`config.mk`:
```
export PLATFORM = sky130hd
export DESIGN_NAME = spi_master_seq
export DESIGN_NICKNAME = d
export VERILOG_FILES = /design/src/rtl/spi_master_seq.sv
export SDC_FILE = /design/constraint.sdc
export NUM_CORES = 1
export LEC_CHECK = 0
export ABC_CLOCK_PERIOD_IN_PS = 2470
export BUFFER_PORTS_ARGS = -buffer_cell sky130_fd_sc_hd__buf_2
export CAP_MARGIN = 20
export CORE_MARGIN = 1.5
export CORE_UTILIZATION = 40
export CTS_BUF_LIST = sky130_fd_sc_hd__clkbuf_4
export DETAILED_ROUTE_END_ITERATION = 7
export PLACE_DENSITY = 0.73
export SLEW_MARGIN = 20
export SYNTH_ARGS = -nofsm -noshare
export SYNTH_HDL_FRONTEND = slang
export SYNTH_SLANG_ARGS = --single-unit
```
`constraint.sdc`:
```
create_clock -name clk -period 2.47 [get_ports clk]
set_input_delay 0.1235 -clock clk [delete_from_list [all_inputs] [get_ports clk]]
set_output_delay 0.1235 -clock clk [all_outputs]
set_load 0.05 [all_outputs]
```
`src/rtl/spi_master_seq.sv`:
```
// SPI master sequencer: one command byte plus 0..MAXB data bytes per frame, programmable sclk divider and mode.
// Define SPI_MASTER_ABORT_EN to add the 'abort' input, which terminates a frame early.
module spi_master_seq #(
  parameter int MAXB = 8
) (
  input  logic              clk,
  input  logic              nreset,
  input  logic              start,
  input  logic [7:0]        cmd,
  input  logic [3:0]        nbytes,
  input  logic [8*MAXB-1:0] wdata,
  input  logic [7:0]        clkdiv,
  input  logic              cpol,
  input  logic              cpha,
  input  logic              lsbfirst,
`ifdef SPI_MASTER_ABORT_EN
  input  logic              abort,
`endif
  output logic              busy,
  output logic              done,
  output logic [8*MAXB-1:0] rdata,
  output logic              sclk,
  output logic              mosi,
  output logic              ss,
  input  logic              miso
);

  localparam int FW = 8 * (MAXB + 1);

  typedef enum logic [1:0] {IDLE, SETUP, SHIFT, HOLD} state_t;

  state_t          state, state_nxt;
  logic [7:0]      div_cnt, clkdiv_q;
  logic [3:0]      nb_q, nb_clamp;
  logic [FW-1:0]   frame_q;
  logic            cpol_q, cpha_q, lsb_q;
  logic [6:0]      bit_cnt;
  logic            ph;
  logic [7:0]      rx_byte, rx_nxt;
  logic            div_done, last_edge, accept, tick, finish, kill;
  logic [6:0]      tx_idx, tx_flat;
  logic [2:0]      tx_pos, rx_pos;
  logic            tx_val, first_bit;

  // ph=0: next edge is leading (away from cpol); ph=1: next edge is trailing.
  always_comb begin
    div_done  = (div_cnt == clkdiv_q);
    last_edge = ph && (bit_cnt == {nb_q, 3'b111});
    tx_idx    = ph ? bit_cnt + 7'd1 : bit_cnt;
    tx_pos    = lsb_q ? tx_idx[2:0] : ~tx_idx[2:0];
    tx_flat   = {tx_idx[6:3], tx_pos};
    tx_val    = (int'(tx_flat) < FW) ? frame_q[tx_flat] : 1'b0;
    rx_pos    = lsb_q ? bit_cnt[2:0] : ~bit_cnt[2:0];
    rx_nxt    = rx_byte;
    rx_nxt[rx_pos] = miso;
    nb_clamp  = (nbytes > 4'(MAXB)) ? 4'(MAXB) : nbytes;
    first_bit = lsbfirst ? cmd[0] : cmd[7];
  end

  always_ff @(posedge clk or negedge nreset) begin
    if (!nreset) state <= IDLE;
    else         state <= state_nxt;
  end

  always_comb begin
    state_nxt = state;
    accept    = 1'b0;
    tick      = 1'b0;
    finish    = 1'b0;
    kill      = 1'b0;
    case (state)
      IDLE:  if (start) begin
               accept    = 1'b1;
               state_nxt = SETUP;
             end
      SETUP: if (div_done) state_nxt = SHIFT;
      SHIFT: if (div_done) begin
               tick = 1'b1;
               if (last_edge) state_nxt = HOLD;
             end
      HOLD:  if (div_done) begin
               finish    = 1'b1;
               state_nxt = IDLE;
             end
      default: state_nxt = IDLE;
    endcase
`ifdef SPI_MASTER_ABORT_EN
    if (abort && state != IDLE) begin
      kill      = 1'b1;
      tick      = 1'b0;
      finish    = 1'b0;
      state_nxt = IDLE;
    end
`endif
  end

  always_ff @(posedge clk or negedge nreset) begin
    if (!nreset) begin
      ss       <= 1'b1;
      sclk     <= 1'b0;
      mosi     <= 1'b0;
      busy     <= 1'b0;
      done     <= 1'b0;
      rdata    <= '0;
      div_cnt  <= '0;
      clkdiv_q <= '0;
      nb_q     <= '0;
      frame_q  <= '0;
      cpol_q   <= 1'b0;
      cpha_q   <= 1'b0;
      lsb_q    <= 1'b0;
      bit_cnt  <= '0;
      ph       <= 1'b0;
      rx_byte  <= '0;
    end else begin
      done <= finish | kill;
      if (accept || div_done || state == IDLE) div_cnt <= '0;
      else                                     div_cnt <= div_cnt + 8'd1;

      if (accept) begin
        frame_q  <= {wdata, cmd};
        nb_q     <= nb_clamp;
        clkdiv_q <= clkdiv;
        cpol_q   <= cpol;
        cpha_q   <= cpha;
        lsb_q    <= lsbfirst;
        ss       <= 1'b0;
        busy     <= 1'b1;
        sclk     <= cpol;
        mosi     <= first_bit;
        bit_cnt  <= '0;
        ph       <= 1'b0;
      end else if (finish || kill) begin
        ss   <= 1'b1;
        busy <= 1'b0;
        sclk <= cpol_q;
      end else if (state == IDLE) begin
        sclk <= cpol;
      end else if (tick) begin
        sclk <= ~sclk;
        ph   <= ~ph;
        if (ph) bit_cnt <= bit_cnt + 7'd1;
        // Launch on the edge opposite the sampling edge; cpha=0 has no launch after the final bit.
        if ((cpha_q != ph) && !last_edge) mosi <= tx_val;
        if (ph == cpha_q) begin
          rx_byte <= rx_nxt;
          // Only whole data bytes reach rdata, so an aborted partial byte is dropped.
          if (bit_cnt[2:0] == 3'd7)
            for (int i = 0; i < MAXB; i++)
              if (bit_cnt[6:3] == 4'(i + 1)) rdata[8*i +: 8] <= rx_nxt;
        end
      end
    end
  end

endmodule
```
==> results of run 1 <==
## path summary, 6_finish.rpt
kind	start	endpoint	slack (ns)	cells past startpoint
max in group asynchronous	nreset	rdata[15]$_DFFE_PN0P_	1.28	3
hold / removal	nreset	rx_byte[6]$_DFFE_PN0P_	0.09	3
min in group clk	wdata[24]	frame_q[32]$_DFFE_PN0P_	0.25	4
setup reg to reg	clkdiv_q[5]$_DFFE_PN0P_	rdata[60]$_DFFE_PN0P_	-0.02	7
setup / recovery	clkdiv_q[5]$_DFFE_PN0P_	rdata[60]$_DFFE_PN0P_	-0.02	7
hold reg to reg	frame_q[14]$_DFFE_PN0P_	frame_q[14]$_DFFE_PN0P_	0.49	2
## what timing repair did
item / in CTS / in global routing
setup endpoints to repair: 62 / 66
pin swaps: 10 / 10
endpoints found under the hold margin: 271 / 0
resized for setup: 35 / 50
hold buffers: 91 / 0
setup buffers: 1 / 4
## layout by cell type, fill, tap and decap left out, drive strengths merged, types with 17 or more instances in the layout
| master | n |
|---|---|
| buf | 219 |
| inv | 20 |
| nand2 | 284 |
| dlygate4sd3 | 91 |
| mux2i | 28 |
| xor2 | 20 |
| dfrtp | 181 |
| mux2 | 75 |
| nor2 | 28 |
| clkbuf | 17 |
## critical path: cells and delay by family (launching register included)
kind	cells	cell delay, ns
AND/OR/NAND/NOR	5	1.42
multiplexers	1	0.34
flip-flops	1	0.44
XOR/XNOR	1	0.20
## registers in the layout, indices dropped and copies added (netlist names)
signal and flops:
rdata 64, state 2, lsb_q 1, bit_cnt 7
ph 1, done 1, sclk 1, frame_q 72
cpha_q 1, div_cnt 8, busy 1, rx_byte 8
nb_q 4, ss 1, clkdiv_q 8, cpol_q 1
mosi 1
## Yosys cell counts, drive strengths merged (6+ instances only)
cell type	n	area (um2)
clkbuf	40	150
nor2	28	105
mux2	75	845
dfrtp	181	4530
a21oi	14	70.1
buf	10	56.3
nand2b	8	50.1
xor2	20	175
mux2i	28	293
nand2	284	1070
ha	7	87.6
o21ai	16	80.1
mux4	11	248
or3	6	37.5
nor3	7	40.0
nand3	16	80.1
o22ai	13	81.3
inv	12	45.0
nand4	6	37.5
xnor2	12	135
## logic make-up after synthesis
family	Yosys count	synth area share, %
adders and majority gates	7	1.01
AOI/OAI and AO/OA	76	5.94
buffers and inverters	62	2.89
xor gates and xnor gates	32	3.56
and+or+nand+nor	378	18.4
muxes	114	15.9
DFF	182	52.3
## final cells by class
cell class                      count  area, um2
Timing Repair Buffer              310       2220
Multi-Input combinational cell    607       4230
Clock buffer                       17        128
Clock inverter                     14        136
Antenna cell                        1       2.50
Fill cell                        1770       9490
Sequential cell                   182       4560
Tap cell                          275        344
Inverter                           12       45.0
## power breakdown
| group | internal, mW | switching [mW] | total (mW) | leakage [nW] |
|---|---|---|---|---|
| clock | 0.444 | 1.16 | 1.60 | 0.143 |
| combinational | 1.72 | 2.05 | 3.77 | 3.61 |
| sequential | 3.74 | 0.537 | 4.28 | 2.38 |
| total | 5.90 | 3.74 | 9.64 | 6.13 |
## layer usage
layer	GRT usage [%]	vias up
li1	-	3447
met1	27.3	3595
met2	35.7	258
met3	4.55	36
met4	6.37	0
met5	0	-
==> impl_metrics.env, run 1 <==
export IMPL_finalSetupViolCount=13
export IMPL_grt_pass1_vias=7441
export IMPL_min_delay_path_class="primary input to async pin"
export IMPL_totalNegativeSetupSlack_ns=-0.194
export IMPL_fin_crit_ns=2.49
export IMPL_grt_setup_unrepaired="yes"
export IMPL_io_pins=160
export IMPL_startpoint_type="flop"
export IMPL_yosysSeqAreaShare_pct=52.3
export IMPL_drc_errors=0
export IMPL_die_w_um=151
export IMPL_violations="setup timing"
export IMPL_cts_tree="yes"
export IMPL_relSlewSlack_pct=38.5
export IMPL_synthArstFlopShare_pct=100
export IMPL_hold_violations=0
export IMPL_overflow=0
export IMPL_ir_drop_mv=0.598
export IMPL_final_area_um2=11700
export IMPL_wire_per_inst_um=16.6
export IMPL_grtUsageTotal_pct=21.2
export IMPL_core_um2=21200
export IMPL_worstPathArrival_ns=2.96
export IMPL_root_buffer="clkbuf_4"
export IMPL_hold_worst_slack_ns=0.0950
export IMPL_synthDistinctLibCells=58
export IMPL_grt_max_degree=77
export IMPL_ctsLongestPathBuffers=2
export IMPL_crit_type="flop to flop"
export IMPL_drt_total_wl_mm=23.6
export IMPL_cts_buffers_inserted=17
export IMPL_synth_edf_count=0
export IMPL_drv_slew=0
export IMPL_ant_nets=0
export IMPL_drt_met1_wl_mm=10.2
export IMPL_setup_slack_ns=-0.0238
export IMPL_dp_cells=1294
export IMPL_dieArea_um2=22700
export IMPL_stdcell_count=1418
export IMPL_syn_area_per_cell_um2=10.2
export IMPL_synth_cells=851
export IMPL_clk_pin_slew_ns=0.16
export IMPL_synth_fp_nets=949
export IMPL_dp_slack_ns=-0.149
export IMPL_clock_sinks=182
export IMPL_synth_area_um2=8710
export IMPL_dpl_hpwl_mm=15.1
export IMPL_critPathMaxFanout=8
export IMPL_ys_ff_latch=182
export IMPL_htree_levels=4
export IMPL_top_layer_used="met4"
export IMPL_drt_iter0_drc=443
export IMPL_start_util_pct=41.2
export IMPL_place_area_um2=10100
export IMPL_crit_path_top_delay_cell="or4_4"
export IMPL_fp_row_count=53
export IMPL_p_per_area_nw_per_um2=827
export IMPL_syn_to_final_growth_pct=34.0
export IMPL_p_total_mw=9.64
export IMPL_clock_latency_ns=0.59
export IMPL_wl_met2_mm=11.4
export IMPL_slowest_delay_ns=0.55
export IMPL_max_clock_freq_mhz=401
export IMPL_chipHeight_um=151
export IMPL_p_leak_nw=6.13
export IMPL_met3_length_mm=1.44
export IMPL_nNetsFinal=1228
export IMPL_finalWeightedCongestion=0.835
export IMPL_tightestPinTransition_ns=0.922
export IMPL_endpoint_kind="flop"
export IMPL_antenna_found_initial=0
export IMPL_drt_vias_per_instance=5.17
export IMPL_clock_skew_ns=0.0304
export IMPL_drt_first_pass_iters=5
export IMPL_vias=7336
export IMPL_outcome="complete, but fails checks"
export IMPL_required_ns=2.94
export IMPL_drive_above_1_share_pct=31.2
export IMPL_worstPathCellList="xor2_2, nor4_4, nand4_1, nor2_4, nand2_4, or4_4, mux2_4"
export IMPL_synth_ff_type="dfrtp_1"
export IMPL_drv_cap=0
export IMPL_io_buffers=159
export IMPL_fin_crit_sh_pct=101
export IMPL_grt_pass1_wl_mm=37.3
export IMPL_ys_warn_count=0
export IMPL_fin_util_pct=55.1
Note: power is estimated with default switching activity, not from simulation.
==> run 2: changes to the inputs <==
--- a/config.mk
+++ b/config.mk
@@ -12,7 +12,7 @@
 export CORE_UTILIZATION = 40
 export CTS_BUF_LIST = sky130_fd_sc_hd__clkbuf_4
 export DETAILED_ROUTE_END_ITERATION = 7
-export PLACE_DENSITY = 0.73
+export PLACE_DENSITY = 0.65
 export SLEW_MARGIN = 20
 export SYNTH_ARGS = -nofsm -noshare
 export SYNTH_HDL_FRONTEND = slang
==> run 2 against run 1 <==
Effect of this change:
- the run still ends with setup timing left
- clock-buffer cell count stayed put
- sequential power is 0.9% lower
- worst hold slack lost 0.012 ns
- sequential share of layout area down 0.73 points
- via count is 1.3% lower
- core utilization is 1.0 points higher
- critical endpoint is now rdata[40]$_DFFE_PN0P_
- die area stayed put
- maximum frequency shrank 1.3%
- clock power increased by 16%
- register-to-register slack got worse by 0.03 ns
- final cell count grew 0.63%
- critical path depth rose by 1
==> impl_metrics.env, run 2 (synthesis gave the netlist of run 1 again) <==
export IMPL_outcome="complete, but fails checks"
export IMPL_violations="setup timing"
export IMPL_min_delay_path_class="primary input to async pin"
export IMPL_root_buffer="clkbuf_4"
export IMPL_setup_slack_ns=-0.0575
export IMPL_fin_util_pct=56.2
export IMPL_seqCellArea_um2=4560
export IMPL_drc_errors=0
export IMPL_clock_skew_ns=0.0286
export IMPL_startpoint_type="flop"
export IMPL_finalWeightedCongestion=0.811
export IMPL_io_pins=160
export IMPL_diodes=0
export IMPL_vias=7244
export IMPL_drv_slew=0
export IMPL_clk_pin_slew_ns=0.18
export IMPL_htree_levels=4
export IMPL_final_area_um2=11900
export IMPL_rrSetupSlack_ns=-0.06
export IMPL_ctsLongestPathBuffers=2
export IMPL_die_w_um=151
export IMPL_drive_above_1_share_pct=32.9
export IMPL_place_area_um2=10200
export IMPL_fin_crit_sh_pct=102
export IMPL_ant_nets=0
export IMPL_ir_drop_mv=0.463
export IMPL_drt_vias_per_instance=5.08
export IMPL_antenna_found_initial=0
export IMPL_wire_per_inst_um=16.3
export IMPL_grtUsageTotal_pct=20.9
export IMPL_grt_max_degree=90
export IMPL_cts_buffers_inserted=17
export IMPL_grt_pass1_vias=7376
export IMPL_dieArea_um2=22700
export IMPL_drt_iter0_drc=506
export IMPL_nFillCells=1775
export IMPL_grt_pass1_wl_mm=36.9
export IMPL_dpl_hpwl_mm=14.8
export IMPL_max_clock_freq_mhz=396
export IMPL_fp_row_count=53
export IMPL_syn_to_final_growth_pct=36.5
export IMPL_reg_largest_list="frame_q x72, rdata x64"
export IMPL_core_um2=21200
export IMPL_io_buffers=159
export IMPL_finalSetupViolCount=41
export IMPL_hold_violations=0
export IMPL_nNetsFinal=1237
export IMPL_drt_total_wl_mm=23.3
export IMPL_endpoint_kind="flop"
export IMPL_mostFrequentLayoutCell="nand2_1"
export IMPL_clock_sinks=182
export IMPL_required_ns=2.97
export IMPL_start_util_pct=41.2
export IMPL_largest_register="frame_q"
export IMPL_drv_cap=0
export IMPL_clock_latency_ns=0.59
export IMPL_largest_register_ffs=72
export IMPL_worstPathArrival_ns=3.03
export IMPL_p_per_area_nw_per_um2=839
export IMPL_r2r_cells=8
export IMPL_grt_setup_unrepaired="yes"
export IMPL_relSlewSlack_pct=59.5
export IMPL_multi_input_area_um2=4250
export IMPL_p_leak_nw=6.25
export IMPL_critPathMaxFanout=8
export IMPL_tightestPinTransition_ns=0.608
export IMPL_overflow=0
export IMPL_fin_crit_ns=2.53
export IMPL_crit_type="flop to flop"
export IMPL_final_cell_mix="nand2_1, dfrtp_1, buf_2, dlygate4sd3_1, buf_4"
export IMPL_drt_first_pass_iters=4
export IMPL_cts_tree="yes"
export IMPL_chipHeight_um=151
## run 2: routing by layer
layer	up-vias	GRT usage, %	wire (um)
li1	3471	-	-
met3	32	4.24	1190
met5	-	0	0
met1	3522	26.9	10200
met2	219	35.8	11600
met4	0	5.49	354
## run 2: final cells by class
class                   count  share of cell area (%)
flip-flops and latches    182                    38.3
multi-input cells         607                    35.7
repair buffers            319                    19.8
well taps                 275                    2.90
clock inverters            15                    1.77
clock buffers              17                    1.07
inverters                  12                   0.379
## run 2: stage by stage
stage	power (mW)	setup TNS, ns	hold slack, ns	std cells	setup WS (ns)
2_1_floorplan	6.60	0	-0.172	851	0.00194
3_3_place_gp	7.69	-3.84	0.165	1297	-0.123
3_5_place_dp	7.77	-6.15	0.164	1297	-0.168
4_1_cts	9.81	-3.38	0.0661	1424	-0.105
5_1_grt	10.7	-7.04	0.0970	1427	-0.154
6_report	9.98	-1.31	0.0828	1427	-0.0575
## run 2: timing repair
| action | 4_1_cts | 5_1_grt |
|---|---|---|
| hold buffers | 91 | 0 |
| gates resized for setup | 10 | 78 |
| buffers inserted | 4 | 6 |
| endpoints found under the setup margin | 65 | 69 |
| cloned | 0 | 1 |
| pin swaps | 8 | 14 |
| hold endpoints to repair | 238 | 0 |
## run 2: path summary, 6_finish.rpt
kind                                           endpoint                    start
worst max-delay path              rdata[40]$_DFFE_PN0P_  clkdiv_q[4]$_DFFE_PN0P_
worst min-delay path              rdata[63]$_DFFE_PN0P_                   nreset
worst max register to register    rdata[40]$_DFFE_PN0P_  clkdiv_q[4]$_DFFE_PN0P_
worst min register to register  frame_q[50]$_DFFE_PN0P_  frame_q[50]$_DFFE_PN0P_
max in group asynchronous         rdata[36]$_DFFE_PN0P_                   nreset
min in group clk                frame_q[55]$_DFFE_PN0P_                wdata[47]
## run 2: power by group
| part | internal [mW] | switching [mW] | total, mW |
|---|---|---|---|
| Clock | 0.665 | 1.19 | 1.86 |
| Combinational | 1.81 | 2.07 | 3.88 |
| Sequential | 3.74 | 0.499 | 4.24 |
## run 2: worst max-delay path, cell delays in order (launching register included)
cell and delay [ns]:
dfrtp_1 0.43, xor2_1 0.17, nor4_2 0.33, nand4_1 0.19, nor2_2 0.24, nand2_2 0.15
buf_4 0.16, or3_4 0.43, mux2_4 0.33
==> run 3: changes to the inputs <==
--- a/config.mk
+++ b/config.mk
@@ -5,6 +5,7 @@
 export SDC_FILE = /design/constraint.sdc
 export NUM_CORES = 1
 export LEC_CHECK = 0
+export ABC_AREA = 1
 export ABC_CLOCK_PERIOD_IN_PS = 2470
 export BUFFER_PORTS_ARGS = -buffer_cell sky130_fd_sc_hd__buf_2
 export CAP_MARGIN = 20
==> run 3 against run 2 <==
Effect of this change:
- clock power down 9.7%
- first-iteration DRC count down 21%
- the run now ends clean
- critical endpoint is now mosi$_DFFE_PN0P_
- sequential share of layout area up 4.3 points
- combinational power up 2%
- critical path depth up 6
- clock-buffer cell count unchanged
- clock skew down 0.0098 ns
- non-clock buffer count down 33
- die area down 5.2%
- design area down 10%
- final cell count up 6.5%
- sequential power down 1%
- highest routed layer unchanged
==> impl_metrics.env, run 3 <==
export IMPL_final_area_um2=10700
export IMPL_cts_buffers_inserted=17
export IMPL_yosysMostFrequentCell="nand2_1"
export IMPL_antenna_found_initial=1
export IMPL_clk_pin_slew_ns=0.16
export IMPL_drv_cap=0
export IMPL_root_buffer="clkbuf_4"
export IMPL_synthArstFlopShare_pct=100
export IMPL_min_delay_path_class="primary input to async pin"
export IMPL_mostFrequentLayoutCell="nand2_1"
export IMPL_drt_total_wl_mm=22.7
export IMPL_ant_nets=0
export IMPL_endpoint_kind="flop"
export IMPL_startpoint_type="flop"
export IMPL_p_leak_nw=5.39
export IMPL_clock_skew_ns=0.0188
export IMPL_io_pins=160
export IMPL_place_area_um2=9370
export IMPL_synth_edf_count=0
export IMPL_outcome="complete, no violations"
export IMPL_fin_crit_ns=2.27
export IMPL_synth_top_area_share_pct=54.9
export IMPL_core_um2=20200
export IMPL_crit_type="flop to flop"
export IMPL_ir_drop_mv=0.431
export IMPL_endpoint="mosi$_DFFE_PN0P_"
export IMPL_critPathMaxFanout=6
export IMPL_finalWeightedCongestion=0.793
export IMPL_syn_to_final_growth_pct=29.6
export IMPL_synth_fp_nets=1071
export IMPL_io_buffers=159
export IMPL_drv_slew=0
export IMPL_chipHeight_um=147
export IMPL_drt_iter0_drc=401
export IMPL_fp_row_count=52
export IMPL_die_w_um=147
export IMPL_vias=7380
export IMPL_relSlewSlack_pct=62.0
export IMPL_nFillCells=1923
export IMPL_synth_commonest_cells="nand2_1, dfrtp_1, o21ai_0, inv_1, nand3_1"
export IMPL_worstPathArrival_ns=2.77
export IMPL_htree_levels=4
export IMPL_largest_register_ffs=72
export IMPL_reg_largest_list="frame_q x72, rdata x64"
export IMPL_synth_ff_type="dfrtp_1"
export IMPL_dpl_hpwl_mm=15.0
export IMPL_finalSetupViolCount=0
export IMPL_final_cell_mix="nand2_1, dfrtp_1, buf_2, o21ai_0, dlygate4sd3_1"
export IMPL_synth_area_um2=8240
export IMPL_drt_vias_per_instance=4.86
export IMPL_hold_violations=0
export IMPL_totalNegativeSetupSlack_ns=0
export IMPL_r2r_end="mosi$_DFFE_PN0P_"
export IMPL_fin_util_pct=52.8
export IMPL_fin_crit_sh_pct=91.8
export IMPL_dp_slack_ns=-0.0324
export IMPL_dieArea_um2=21500
export IMPL_r2r_start="bit_cnt[0]$_DFFE_PN0P_"
export IMPL_ctsLongestPathBuffers=2
export IMPL_synth_area_leader_cell="dfrtp_1"
export IMPL_grt_setup_unrepaired="yes"
export IMPL_start_util_pct=40.7
export IMPL_largest_register="frame_q"
export IMPL_max_clock_freq_mhz=441
export IMPL_ys_warn_count=0
export IMPL_p_per_area_nw_per_um2=921
export IMPL_required_ns=2.97
export IMPL_overflow=0
export IMPL_grt_pass1_vias=7403
export IMPL_yosys_top_cells_area="dfrtp_1, nand2_1, o21ai_0"
export IMPL_synthDistinctLibCells=39
export IMPL_drc_errors=0
export IMPL_crit_start="bit_cnt[0]$_DFFE_PN0P_"
export IMPL_wire_per_inst_um=14.9
export IMPL_cts_tree="yes"
export IMPL_clock_sinks=182
export IMPL_yosysSeqAreaShare_pct=55.3
export IMPL_nNetsFinal=1334
export IMPL_synth_cells=973
export IMPL_setup_slack_ns=0.202
export IMPL_grt_pass1_wl_mm=37.8
export IMPL_grtUsageTotal_pct=22.1
export IMPL_drt_first_pass_iters=5
export IMPL_rrSetupSlack_ns=0.20
export IMPL_drive_above_1_share_pct=19.2
export IMPL_tightestPinTransition_ns=0.569
export IMPL_grt_max_degree=92
export IMPL_ys_ff_latch=182
export IMPL_clock_latency_ns=0.57
export IMPL_r2r_cells=14
export IMPL_syn_area_per_cell_um2=8.47
## run 3: changes by cell type after synthesis, sizes merged, moves of 6 or more
cell,delta
buf,+15
clkbuf,-23
mux4,-11
inv,+76
xnor2,-11
nand2,+56
o21ai,+125
nand2b,-8
or3,-6
mux2i,-20
o22ai,-8
nand3,+55
mux2,-75
## run 3: through the flow
step / hold slack (ns) / instances / power (mW)
after floorplan: -0.172 / 973 / 6.88
after global placement: 0.131 / 1385 / 7.97
after detailed placement: 0.130 / 1385 / 8.04
after CTS: 0.0426 / 1516 / 9.87
after global routing: 0.0595 / 1520 / 10.7
final: 0.0627 / 1520 / 9.84
## run 3: layout make-up
type	count	area (um2)	share of cell area, %
tap	270	338	3.16
clock buffer	17	128	1.19
sequential	182	4560	42.7
inverter	88	334	3.13
multi-input combinational	661	3130	29.3
clock inverter	15	151	1.42
antenna	1	2.50	0.0234
timing repair buffer	286	2040	19.1
## run 3: what timing repair did
| item | in CTS | in global routing |
|---|---|---|
| buffers inserted | 0 | 3 |
| resized for setup | 1 | 4 |
| pin swaps | 0 | 2 |
| cloned | 0 | 0 |
| endpoints found under the setup margin | 1 | 8 |
| hold buffers | 99 | 0 |
| endpoints found under the hold margin | 235 | 0 |
## run 3: power breakdown
part	leakage [nW]	switching, mW	internal, mW	total [mW]
clock	0.151	1.07	0.608	1.68
sequential	2.05	0.411	3.78	4.19
combinational	3.19	2.50	1.47	3.97
total	5.39	3.99	5.85	9.84
## run 3: per-layer routing
metal | vias to the layer above | global-route usage, % | part of all wire, %
li1 | 3660 | - | -
met1 | 3521 | 29.2 | 45
met2 | 168 | 37.1 | 49
met3 | 31 | 4.22 | 3.8
met4 | 0 | 6.67 | 1.9
met5 | - | 0 | 0
## run 3: critical path, stage by stage (launching register included)
cell and delay, ns:
dfrtp_2 0.45, ha_1 0.22, ha_1 0.28, nand2_1 0.08
o21ai_2 0.08, xor2_2 0.19, buf_4 0.16, buf_4 0.15
nand2_1 0.05, a21oi_1 0.03, o21ai_1 0.11, nand3_1 0.07
a21oi_1 0.12, nand2_1 0.06, a21oi_1 0.11
## run 3: kinds of logic after synthesis
group	Yosys count	synth area share, %
mux	8	0.972
xor+xnor	17	1.81
flops	182	55.3
buf+inv	130	6.95
compound gates	168	10.7
simple gates	461	23.3
fa+ha+maj	7	1.06
## run 3: worst min path at each step
stage	endpoint	slack, ns	startpoint
2_1_floorplan	bit_cnt[0]$_DFFE_PN0P_	-0.17	nreset
4_1_cts	frame_q[17]$_DFFE_PN0P_	0.04	nreset
6_report	frame_q[17]$_DFFE_PN0P_	0.06	nreset
3_3_place_gp	frame_q[17]$_DFFE_PN0P_	0.13	nreset
5_1_grt	frame_q[17]$_DFFE_PN0P_	0.06	nreset
3_5_place_dp	frame_q[17]$_DFFE_PN0P_	0.13	nreset
